## config.mk

```make
export PLATFORM = sky130hd
export DESIGN_NAME = alu_issue
export DESIGN_NICKNAME = d
export VERILOG_FILES = /design/src/rtl/alu_issue.sv
export SDC_FILE = /design/constraint.sdc
export NUM_CORES = 1
export LEC_CHECK = 0
export ABC_AREA = 1
export CORE_MARGIN = 4
export CORE_UTILIZATION = 50
export DETAILED_ROUTE_END_ITERATION = 6
export HOLD_SLACK_MARGIN = 0.05
export PLACE_DENSITY = 0.81
export SLEW_MARGIN = 20
export SYNTH_ARGS = -nofsm -noshare
export SYNTH_HDL_FRONTEND = slang
export SYNTH_SLANG_ARGS = --single-unit
```

## constraint.sdc

```tcl
create_clock -name clk -period 3.4 [get_ports clk]
set_input_delay 0.68 -clock clk [delete_from_list [all_inputs] [get_ports clk]]
set_output_delay 0.68 -clock clk [all_outputs]
set_load 0.05 [all_outputs]
```

## src/rtl/alu_issue.sv

```systemverilog
// MIPS execute-issue stage: decodes an instruction into ALU control/operands/shamt and
// queues it in a 2-entry skid buffer. Define ALU_ISSUE_FWD_EN to enable EX/MEM forwarding.
module alu_issue (
    input  logic        clk,
    input  logic        rst_n,
    input  logic        flush,
    input  logic        in_valid,
    output logic        in_ready,
    input  logic [31:0] instr,
    input  logic [31:0] rs_data,
    input  logic [31:0] rt_data,
    input  logic        fwd_valid,
    input  logic [4:0]  fwd_reg,
    input  logic [31:0] fwd_data,
    output logic        out_valid,
    input  logic        out_ready,
    output logic [3:0]  alu_control,
    output logic [31:0] operand1,
    output logic [31:0] operand2,
    output logic [4:0]  shamt,
    output logic [4:0]  dest_reg,
    output logic        write_en,
    output logic        illegal
);

    typedef struct packed {
        logic [3:0]  ctrl;
        logic [31:0] op1;
        logic [31:0] op2;
        logic [4:0]  shamt;
        logic [4:0]  dest;
        logic        we;
        logic        ill;
    } entry_t;

    typedef enum logic [1:0] {
        S_EMPTY = 2'd0,
        S_ONE   = 2'd1,
        S_FULL  = 2'd2
    } state_t;

    state_t r_state;
    state_t w_next;
    entry_t r_head;
    entry_t r_skid;
    entry_t w_dec;

    logic        w_load_head;
    logic        w_load_skid;
    logic        w_head_from_skid;
    logic [5:0]  w_opcode;
    logic [5:0]  w_funct;
    logic [4:0]  w_rs;
    logic [4:0]  w_rt;
    logic [31:0] w_rs_val;
    logic [31:0] w_rt_val;
    logic [31:0] w_imm;
    logic [3:0]  w_code;
    logic        w_legal;
    logic        w_is_i;
    logic        w_sext;

    assign w_opcode = instr[31:26];
    assign w_funct  = instr[5:0];
    assign w_rs     = instr[25:21];
    assign w_rt     = instr[20:16];

`ifdef ALU_ISSUE_FWD_EN
    // $0 is hardwired, so a forwarded write to it must never be substituted.
    assign w_rs_val = (fwd_valid && (fwd_reg == w_rs) && (w_rs != 5'd0)) ? fwd_data : rs_data;
    assign w_rt_val = (fwd_valid && (fwd_reg == w_rt) && (w_rt != 5'd0)) ? fwd_data : rt_data;
`else
    logic w_unused_fwd;
    assign w_unused_fwd = ^{fwd_valid, fwd_reg, fwd_data};
    assign w_rs_val = rs_data;
    assign w_rt_val = rt_data;
`endif

    always_comb begin
        w_legal = 1'b1;
        w_code  = 4'd0;
        w_is_i  = 1'b0;
        w_sext  = 1'b0;
        if (w_opcode == 6'h00) begin
            case (w_funct)
                6'h24:        w_code = 4'd0;
                6'h25:        w_code = 4'd1;
                6'h20, 6'h21: w_code = 4'd2;
                6'h22, 6'h23: w_code = 4'd6;
                6'h2A:        w_code = 4'd7;
                6'h2B:        w_code = 4'd8;
                6'h00:        w_code = 4'd9;
                6'h02:        w_code = 4'd10;
                6'h27:        w_code = 4'd12;
                default:      w_legal = 1'b0;
            endcase
        end else begin
            w_is_i = 1'b1;
            case (w_opcode)
                6'h08, 6'h09: begin w_code = 4'd2; w_sext = 1'b1; end
                6'h0A:        begin w_code = 4'd7; w_sext = 1'b1; end
                6'h0C:        w_code = 4'd0;
                6'h0D:        w_code = 4'd1;
                default:      w_legal = 1'b0;
            endcase
        end
    end

    assign w_imm = w_sext ? {{16{instr[15]}}, instr[15:0]} : {16'h0000, instr[15:0]};

    always_comb begin
        w_dec = '0;
        if (w_legal) begin
            w_dec.ctrl = w_code;
            if (w_is_i) begin
                w_dec.op1  = w_rs_val;
                w_dec.op2  = w_imm;
                w_dec.dest = instr[20:16];
            end else begin
                w_dec.dest  = instr[15:11];
                w_dec.shamt = instr[10:6];
                // The ALU subtracts input1 from input2, so swap to get rs - rt.
                if (w_code == 4'd6) begin
                    w_dec.op1 = w_rt_val;
                    w_dec.op2 = w_rs_val;
                end else begin
                    w_dec.op1 = w_rs_val;
                    w_dec.op2 = w_rt_val;
                end
            end
            w_dec.we = (w_dec.dest != 5'd0);
        end else begin
            w_dec.ill = 1'b1;
        end
    end

    always_ff @(posedge clk or negedge rst_n) begin
        if (!rst_n) r_state <= S_EMPTY;
        else        r_state <= w_next;
    end

    // in_ready is a decode of the state register only, never of out_ready.
    always_comb begin
        w_next           = r_state;
        w_load_head      = 1'b0;
        w_load_skid      = 1'b0;
        w_head_from_skid = 1'b0;
        if (flush) begin
            w_next = S_EMPTY;
        end else begin
            case (r_state)
                S_EMPTY: begin
                    if (in_valid) begin
                        w_load_head = 1'b1;
                        w_next      = S_ONE;
                    end
                end
                S_ONE: begin
                    if (in_valid && out_ready) begin
                        w_load_head = 1'b1;
                    end else if (out_ready) begin
                        w_next = S_EMPTY;
                    end else if (in_valid) begin
                        w_load_skid = 1'b1;
                        w_next      = S_FULL;
                    end
                end
                S_FULL: begin
                    if (out_ready) begin
                        w_head_from_skid = 1'b1;
                        w_next           = S_ONE;
                    end
                end
                default: w_next = S_EMPTY;
            endcase
        end
    end

    always_ff @(posedge clk or negedge rst_n) begin
        if (!rst_n) begin
            r_head <= '0;
            r_skid <= '0;
        end else begin
            if (w_load_head)           r_head <= w_dec;
            else if (w_head_from_skid) r_head <= r_skid;
            if (w_load_skid)           r_skid <= w_dec;
        end
    end

    assign in_ready    = (r_state != S_FULL);
    assign out_valid   = (r_state != S_EMPTY);
    assign alu_control = r_head.ctrl;
    assign operand1    = r_head.op1;
    assign operand2    = r_head.op2;
    assign shamt       = r_head.shamt;
    assign dest_reg    = r_head.dest;
    assign write_en    = r_head.we;
    assign illegal     = r_head.ill;

endmodule

```

-- After elaboration in Yosys (flattened, before gate mapping)
Cells that the tools add are included.
- register bits after elaboration: 162
- latch bits: 0
- RAM bits: 0
- ROM bits: 0
- input port bits: 139
- output and inout port bits: 82
- word-level logic and storage cells: 88
- memories kept: 0
- add/subtract/negate cells: 0
- multipliers: 0
- div/mod/pow operators: 0
- magnitude comparators: 0
- equal/unequal tests: 23
- shift-type cells: 0
- mux-type cells: 36
- bitwise gates (word level): 0
- reductions and logical operators: 14
- operators by type and width (cell ; number):
    two-way mux 80 bit ; 2
    two-way mux 64 bit ; 2
    two-way mux 79 bit ; 1
    equality test 6 bit, second input constant ; 9
    two-way mux 32 bit ; 1
    one-hot mux 4 bit (8 select lines) ; 1
    equality test 6 x 4 -> 1 bit, second input constant ; 5
    two-way mux 1 bit ; 16
    two-way mux 5 bit ; 3
    zero test 6 bit ; 2
    two-way mux 2 bit ; 6
    OR reduction 11 bit ; 1
    inequality test 3 bit, second input constant ; 3
    one-hot mux 3 bit (3 select lines) ; 1
    equality test 6 x 2 -> 1 bit, second input constant ; 1
    one-hot mux 2 bit (3 select lines) ; 1
    OR reduction 2 bit ; 3
    nonzero test 5 bit ; 1
    OR reduction 5 bit ; 1
    equality test 4 x 3 -> 1 bit, second input constant ; 1
    two-way mux 4 bit ; 1
    inequality test 4 bit, second input constant ; 1
    AND reduction 4 bit ; 1
    nonzero test 2 bit ; 2
    7 further kinds ; 7

-- Logic depth before layout (Yosys ltp)
- depth in word-level cells: 9
- mapped depth: 15
- gate-level depth less buffers: 14

-- Least setup slack after synthesis
Ideal clock, no wire load.
- kind: input to register
- start point: input port instr[1]
- end point: register r_head, in the netlist operand2[23]
- setup time: 118 ps
- data arrival time: 2019 ps
- required time: 3282 ps
- setup slack: 1263 ps
- stages on the path: 14
- buffers on the path: 3
- path through: buf_2 -> nand3_1 -> nor2_1 -> nor2_2 -> nand3_1 -> nand2_2 -> nor2_8 -> nand3_4 -> buf_4 -> buf_6 -> nand2_1 -> nand3_1 -> nand3_1 -> nand2_1
- longest elaborated chain between the ends: 9
- elaborated cells between the ends (all ways): 23
- those cells by class: eq/ne: 11; mux: 8; reduce/logical: 4
- ends and longest elaborated chain (what ; RTL line ; source):
    start: declaration ; 9 ; input logic [31:0] instr,
    equality test 6 bit ; 85 ; case (w_funct)
    OR reduction 2 bit ; -- ;
    one-hot mux 4 bit (8 select lines) ; 85 ;
    two-way mux 4 bit ; 84 ; if (w_opcode == 6'h00) begin
    equality test 4 x 3 -> 1 bit ; 123 ; if (w_code == 4'd6) begin
    two-way mux 64 bit ; 123 ;
    two-way mux 64 bit ; 115 ; if (w_is_i) begin
    two-way mux 79 bit (*) ; 113 ; if (w_legal) begin
    two-way mux 80 bit (*) ; 184 ; if (w_load_head) r_head <= w_dec;
    end signal: assignment ; 184 ;
    end signal: assignment ; 185 ; else if (w_head_from_skid) r_head <= r_skid;
    end: declaration ; 44 ; entry_t r_head;
Mark *: on every way between the ends. The rest lies on a longest branch, timed or not.
A chain may end at the register's enable or synchronous reset.

-- Worst setup path after layout
- start point: input port instr[31]
- end point: register r_skid[20] (netlist bit)
- longest elaborated chain between the ends: 8
- elaborated cells between the ends (all ways): 16
- those cells by class: eq/ne: 6; mux: 7; reduce/logical: 3
- ends and longest elaborated chain (what ; RTL line ; source):
    equality test 6 x 4 -> 1 bit ; 99 ; case (w_opcode)
    OR reduction 2 bit ; -- ;
    one-hot mux 3 bit (3 select lines) ; 99 ;
    two-way mux 4 bit ; 84 ;
    equality test 4 x 3 -> 1 bit ; 123 ;
    two-way mux 64 bit ; 123 ;
    two-way mux 64 bit ; 115 ;
    two-way mux 79 bit (*) ; 113 ;
    end signal: assignment ; 186 ; if (w_load_skid) r_skid <= w_dec;
    end: declaration ; 45 ; entry_t r_skid;
Marks and branches as above.

==> results.json <==
{
  "die_y_um": 139,
  "design.die.area_mm2": 0.0193,
  "worstSetupEndpointType": "flip-flop",
  "cts_made_buffers": 17,
  "grt_start_max_net_pins": 70,
  "layout_common_cells": "nand2_1 (372), clkdlybuf4s50_1 (176), nand3_1 (163)",
  "synth_area_mm2": 0.00859,
  "fin_skew_ns": 0.00729,
  "ctsResizeCount": 0,
  "synth_area_leader_cell": "dfrtp_1",
  "synthToLayoutAreaGrowth_pct": 30.5,
  "timing.critical_path.fanout_max": 43,
  "min_period_ns": 2.62,
  "final.period_utilization_pct": 77.0,
  "worstReg2RegStart": "r_state[0]$_DFFE_PN0P_",
  "run_status": "finished, final reports clean",
  "number_of_clock_sinks": 162,
  "cp.required_ns": 3.72,
  "synth.yosys.warnings": 0,
  "nNetsFinal": 1405,
  "net-switching-power_mw": 1.43,
  "seqPwrFrac_pct": 43.9,
  "finalSetupTns_ns": 0,
  "post_route_cells_drive_above_1_share_pct": 6.80,
  "synth_edf_count": 0,
  "clk_pin_slew_ns": 0.06,
  "num_antenna_cells": 0,
  "detailedPlace.worstSlack_ns": 0.356,
  "post-cts-setup-buffers": 0,
  "ctsLongestPathBuffers": 2,
  "worst_hold_path_type": "input port to async pin",
  "tightest_pin_transition_ns": 0.621,
  "routed_wl_mm": 26.5,
  "numPortBuffers": 177,
  "post-layout-total-power_mw": 4.85,
  "data_arrival_time_of_the_critical_path_ns": 2.93,
  "mostFrequentLayoutCell": "nand2_1",
  "netSwitchingFraction_pct": 29.4,
  "achievable-frequency_ghz": 0.382,
  "post_synth.cell_area_avg_um2": 7.68,
  "grt_first_pass_wirelength_mm": 42.3,
  "route.detailed.drc": 0,
  "root_buffer": "clkbuf_16",
  "dp_cells": 1467,
  "timing.final.ws_setup_ns": 0.783,
  "hold_buffers": 0,
  "drt_iter0_markers": 796,
  "vias_per_cell": 5.58,
  "setup_repair_after_global_routing_missed_its_margin": "false",
  "antenna_violations_before_repair": 0,
  "route.vias.total": 8370,
  "grt_pass1_vias": 7864,
  "setup-violations-final": 0,
  "htree_levels": 4,
  "static-leakage-power_nw": 5.43,
  "route.detailed.wl_per_inst_um": 17.7,
  "hold_viol": 0,
  "synthCells": 1118,
  "floorplan.rows": 47,
  "ir_drop_v": 0.000376,
  "dr.pass1.iters": 5,
  "start_kind": "input port",
  "number_of_nets_with_antenna_violations_after_routing": 0,
  "grt_overflow": 0,
  "grtUsageTotal_pct": 27.1,
  "place.detailed.hpwl_mm": 18.6,
  "worstSetupPathType": "input port to flip-flop",
  "dominant_register_cell_in_the_synthesized_netlist": "dfrtp_1",
  "power_density_mw_per_mm2": 433,
  "flip_flop_count_of_the_largest_register_all_copies_and_words_added": 80,
  "relative_contribution_of_the_clock_network_to_total_power_pct": 38.6,
  "layoutNonFillerInstCount": 1499,
  "synthTopCellsByArea": "dfrtp_1 (47%), nand2_1 (16%), nand3_1 (9.6%), inv_1 (4.8%), a22o_1 (4.4%)",
  "drv_slew": 0,
  "tritoncts": "yes",
  "ys_seq_area_share_pct": 47.2,
  "timing.slew.headroom_pct": 58.4,
  "insertion_delay_ns": 0.43,
  "largest_register": "r_skid",
  "startpoint": "instr[31]",
  "postSynthNetCount": 1257,
  "gp_congestion": 0.914,
  "synth_top_area_share_pct": 47.2,
  "core_mm2": 0.0167,
  "async_reset_ff_share_pct": 100,
  "ys_types": 40,
  "chipWidth_um": 139,
  "max_cap_violations": 0,
  "floorplan.initialDensity_pct": 51.4,
  "combinationalPowerShare_pct": 17.4,
  "ios": 221,
  "intPower_mw": 3.43,
  "synth-seq-cells": 162
}
metrics by stage:
step | hold WS, ns | cell area [um^2] | util [%]
6_report | 0.213 | 11200 | 67.1
5_1_grt | 0.247 | 11200 | 67.1
4_1_cts | 0.227 | 11200 | 67.1
3_5_place_dp | 0.466 | 10600 | 63.7
3_3_place_gp | 0.462 | 10600 | 63.7
2_1_floorplan | 0.384 | 8590 | -
area by class of cell:
class / count / area [um^2]
tap: 220 / 275
multi-input combinational: 760 / 3780
clock buffer: 19 / 453
inverter: 120 / 450
clock inverter: 13 / 123
fill: 1390 / 5490
sequential: 162 / 4050
timing repair buffer: 205 / 2070
cell families after synthesis:
| family | Yosys count | share of synthesized area, % |
|---|---|---|
| buf+inv | 196 | 9.22 |
| simple gates | 609 | 31.2 |
| mux | 2 | 0.233 |
| flops | 162 | 47.2 |
| compound gates | 148 | 12.1 |
| xor+xnor | 1 | 0.102 |
metal layers:
metal  vias to the layer above  track usage (%)  part of all wire (%)
li1                       3924                -                     -
met1                      3949             38.5                    43
met2                       422             41.4                    46
met3                        75             4.38                   7.7
met4                         0             11.2                   3.7
met5                         -                0                     0
worst max-delay path, stage by stage:
cell and delay [ns]:
clkdlybuf4s50_1 0.41, nor2_2 0.20, nand3_2 0.14, buf_4 0.21
a31oi_1 0.15, nand3b_1 0.13, nand2_2 0.25, clkinv_1 0.17
buf_12 0.21, nand2_1 0.12, nand2_1 0.11, nand3_1 0.10
nand2_1 0.05
cells in the mapped netlist (2+ instances only):
cell type	n
or2_2	2
nor2_2	5
o211ai_1	15
clkbuf_1	47
nor3_1	5
inv_1	110
o21bai_1	28
o21ai_0	24
nand2_1	372
buf_1	7
clkinv_1	3
nor2_1	21
nand2_2	3
inv_2	7
o31ai_1	2
mux2i_1	2
nand3_1	164
buf_2	12
nand4_1	8
o21ai_1	28
dfrtp_1	162
buf_4	9
nand3b_1	23
a22o_1	43
power by group through the flow:
stage	combinational [mW]	clock, mW	sequential, mW
3_3_place_gp	0.828	0	2.16
2_1_floorplan	0.302	0	2.30
3_5_place_dp	0.842	0	2.16
6_report	0.846	1.87	2.13
4_1_cts	0.846	1.89	2.13
5_1_grt	0.910	1.99	2.14
path summary, 6_finish.rpt:
kind                                          end  slack, ns  cells after the start
max in group asynchronous  r_skid[55]$_DFFE_PN0P_       2.39                      2
min reg2reg                r_skid[15]$_DFFE_PN0P_       0.48                      2
min                        r_skid[66]$_DFFE_PN0P_       0.21                      1
min in group clk           r_skid[15]$_DFFE_PN0P_       0.48                      2
max reg2reg                 r_skid[1]$_DFFE_PN0P_       1.38                      5
max                        r_skid[20]$_DFFE_PN0P_       0.78                     13
(Power assumes the default switching activity.)
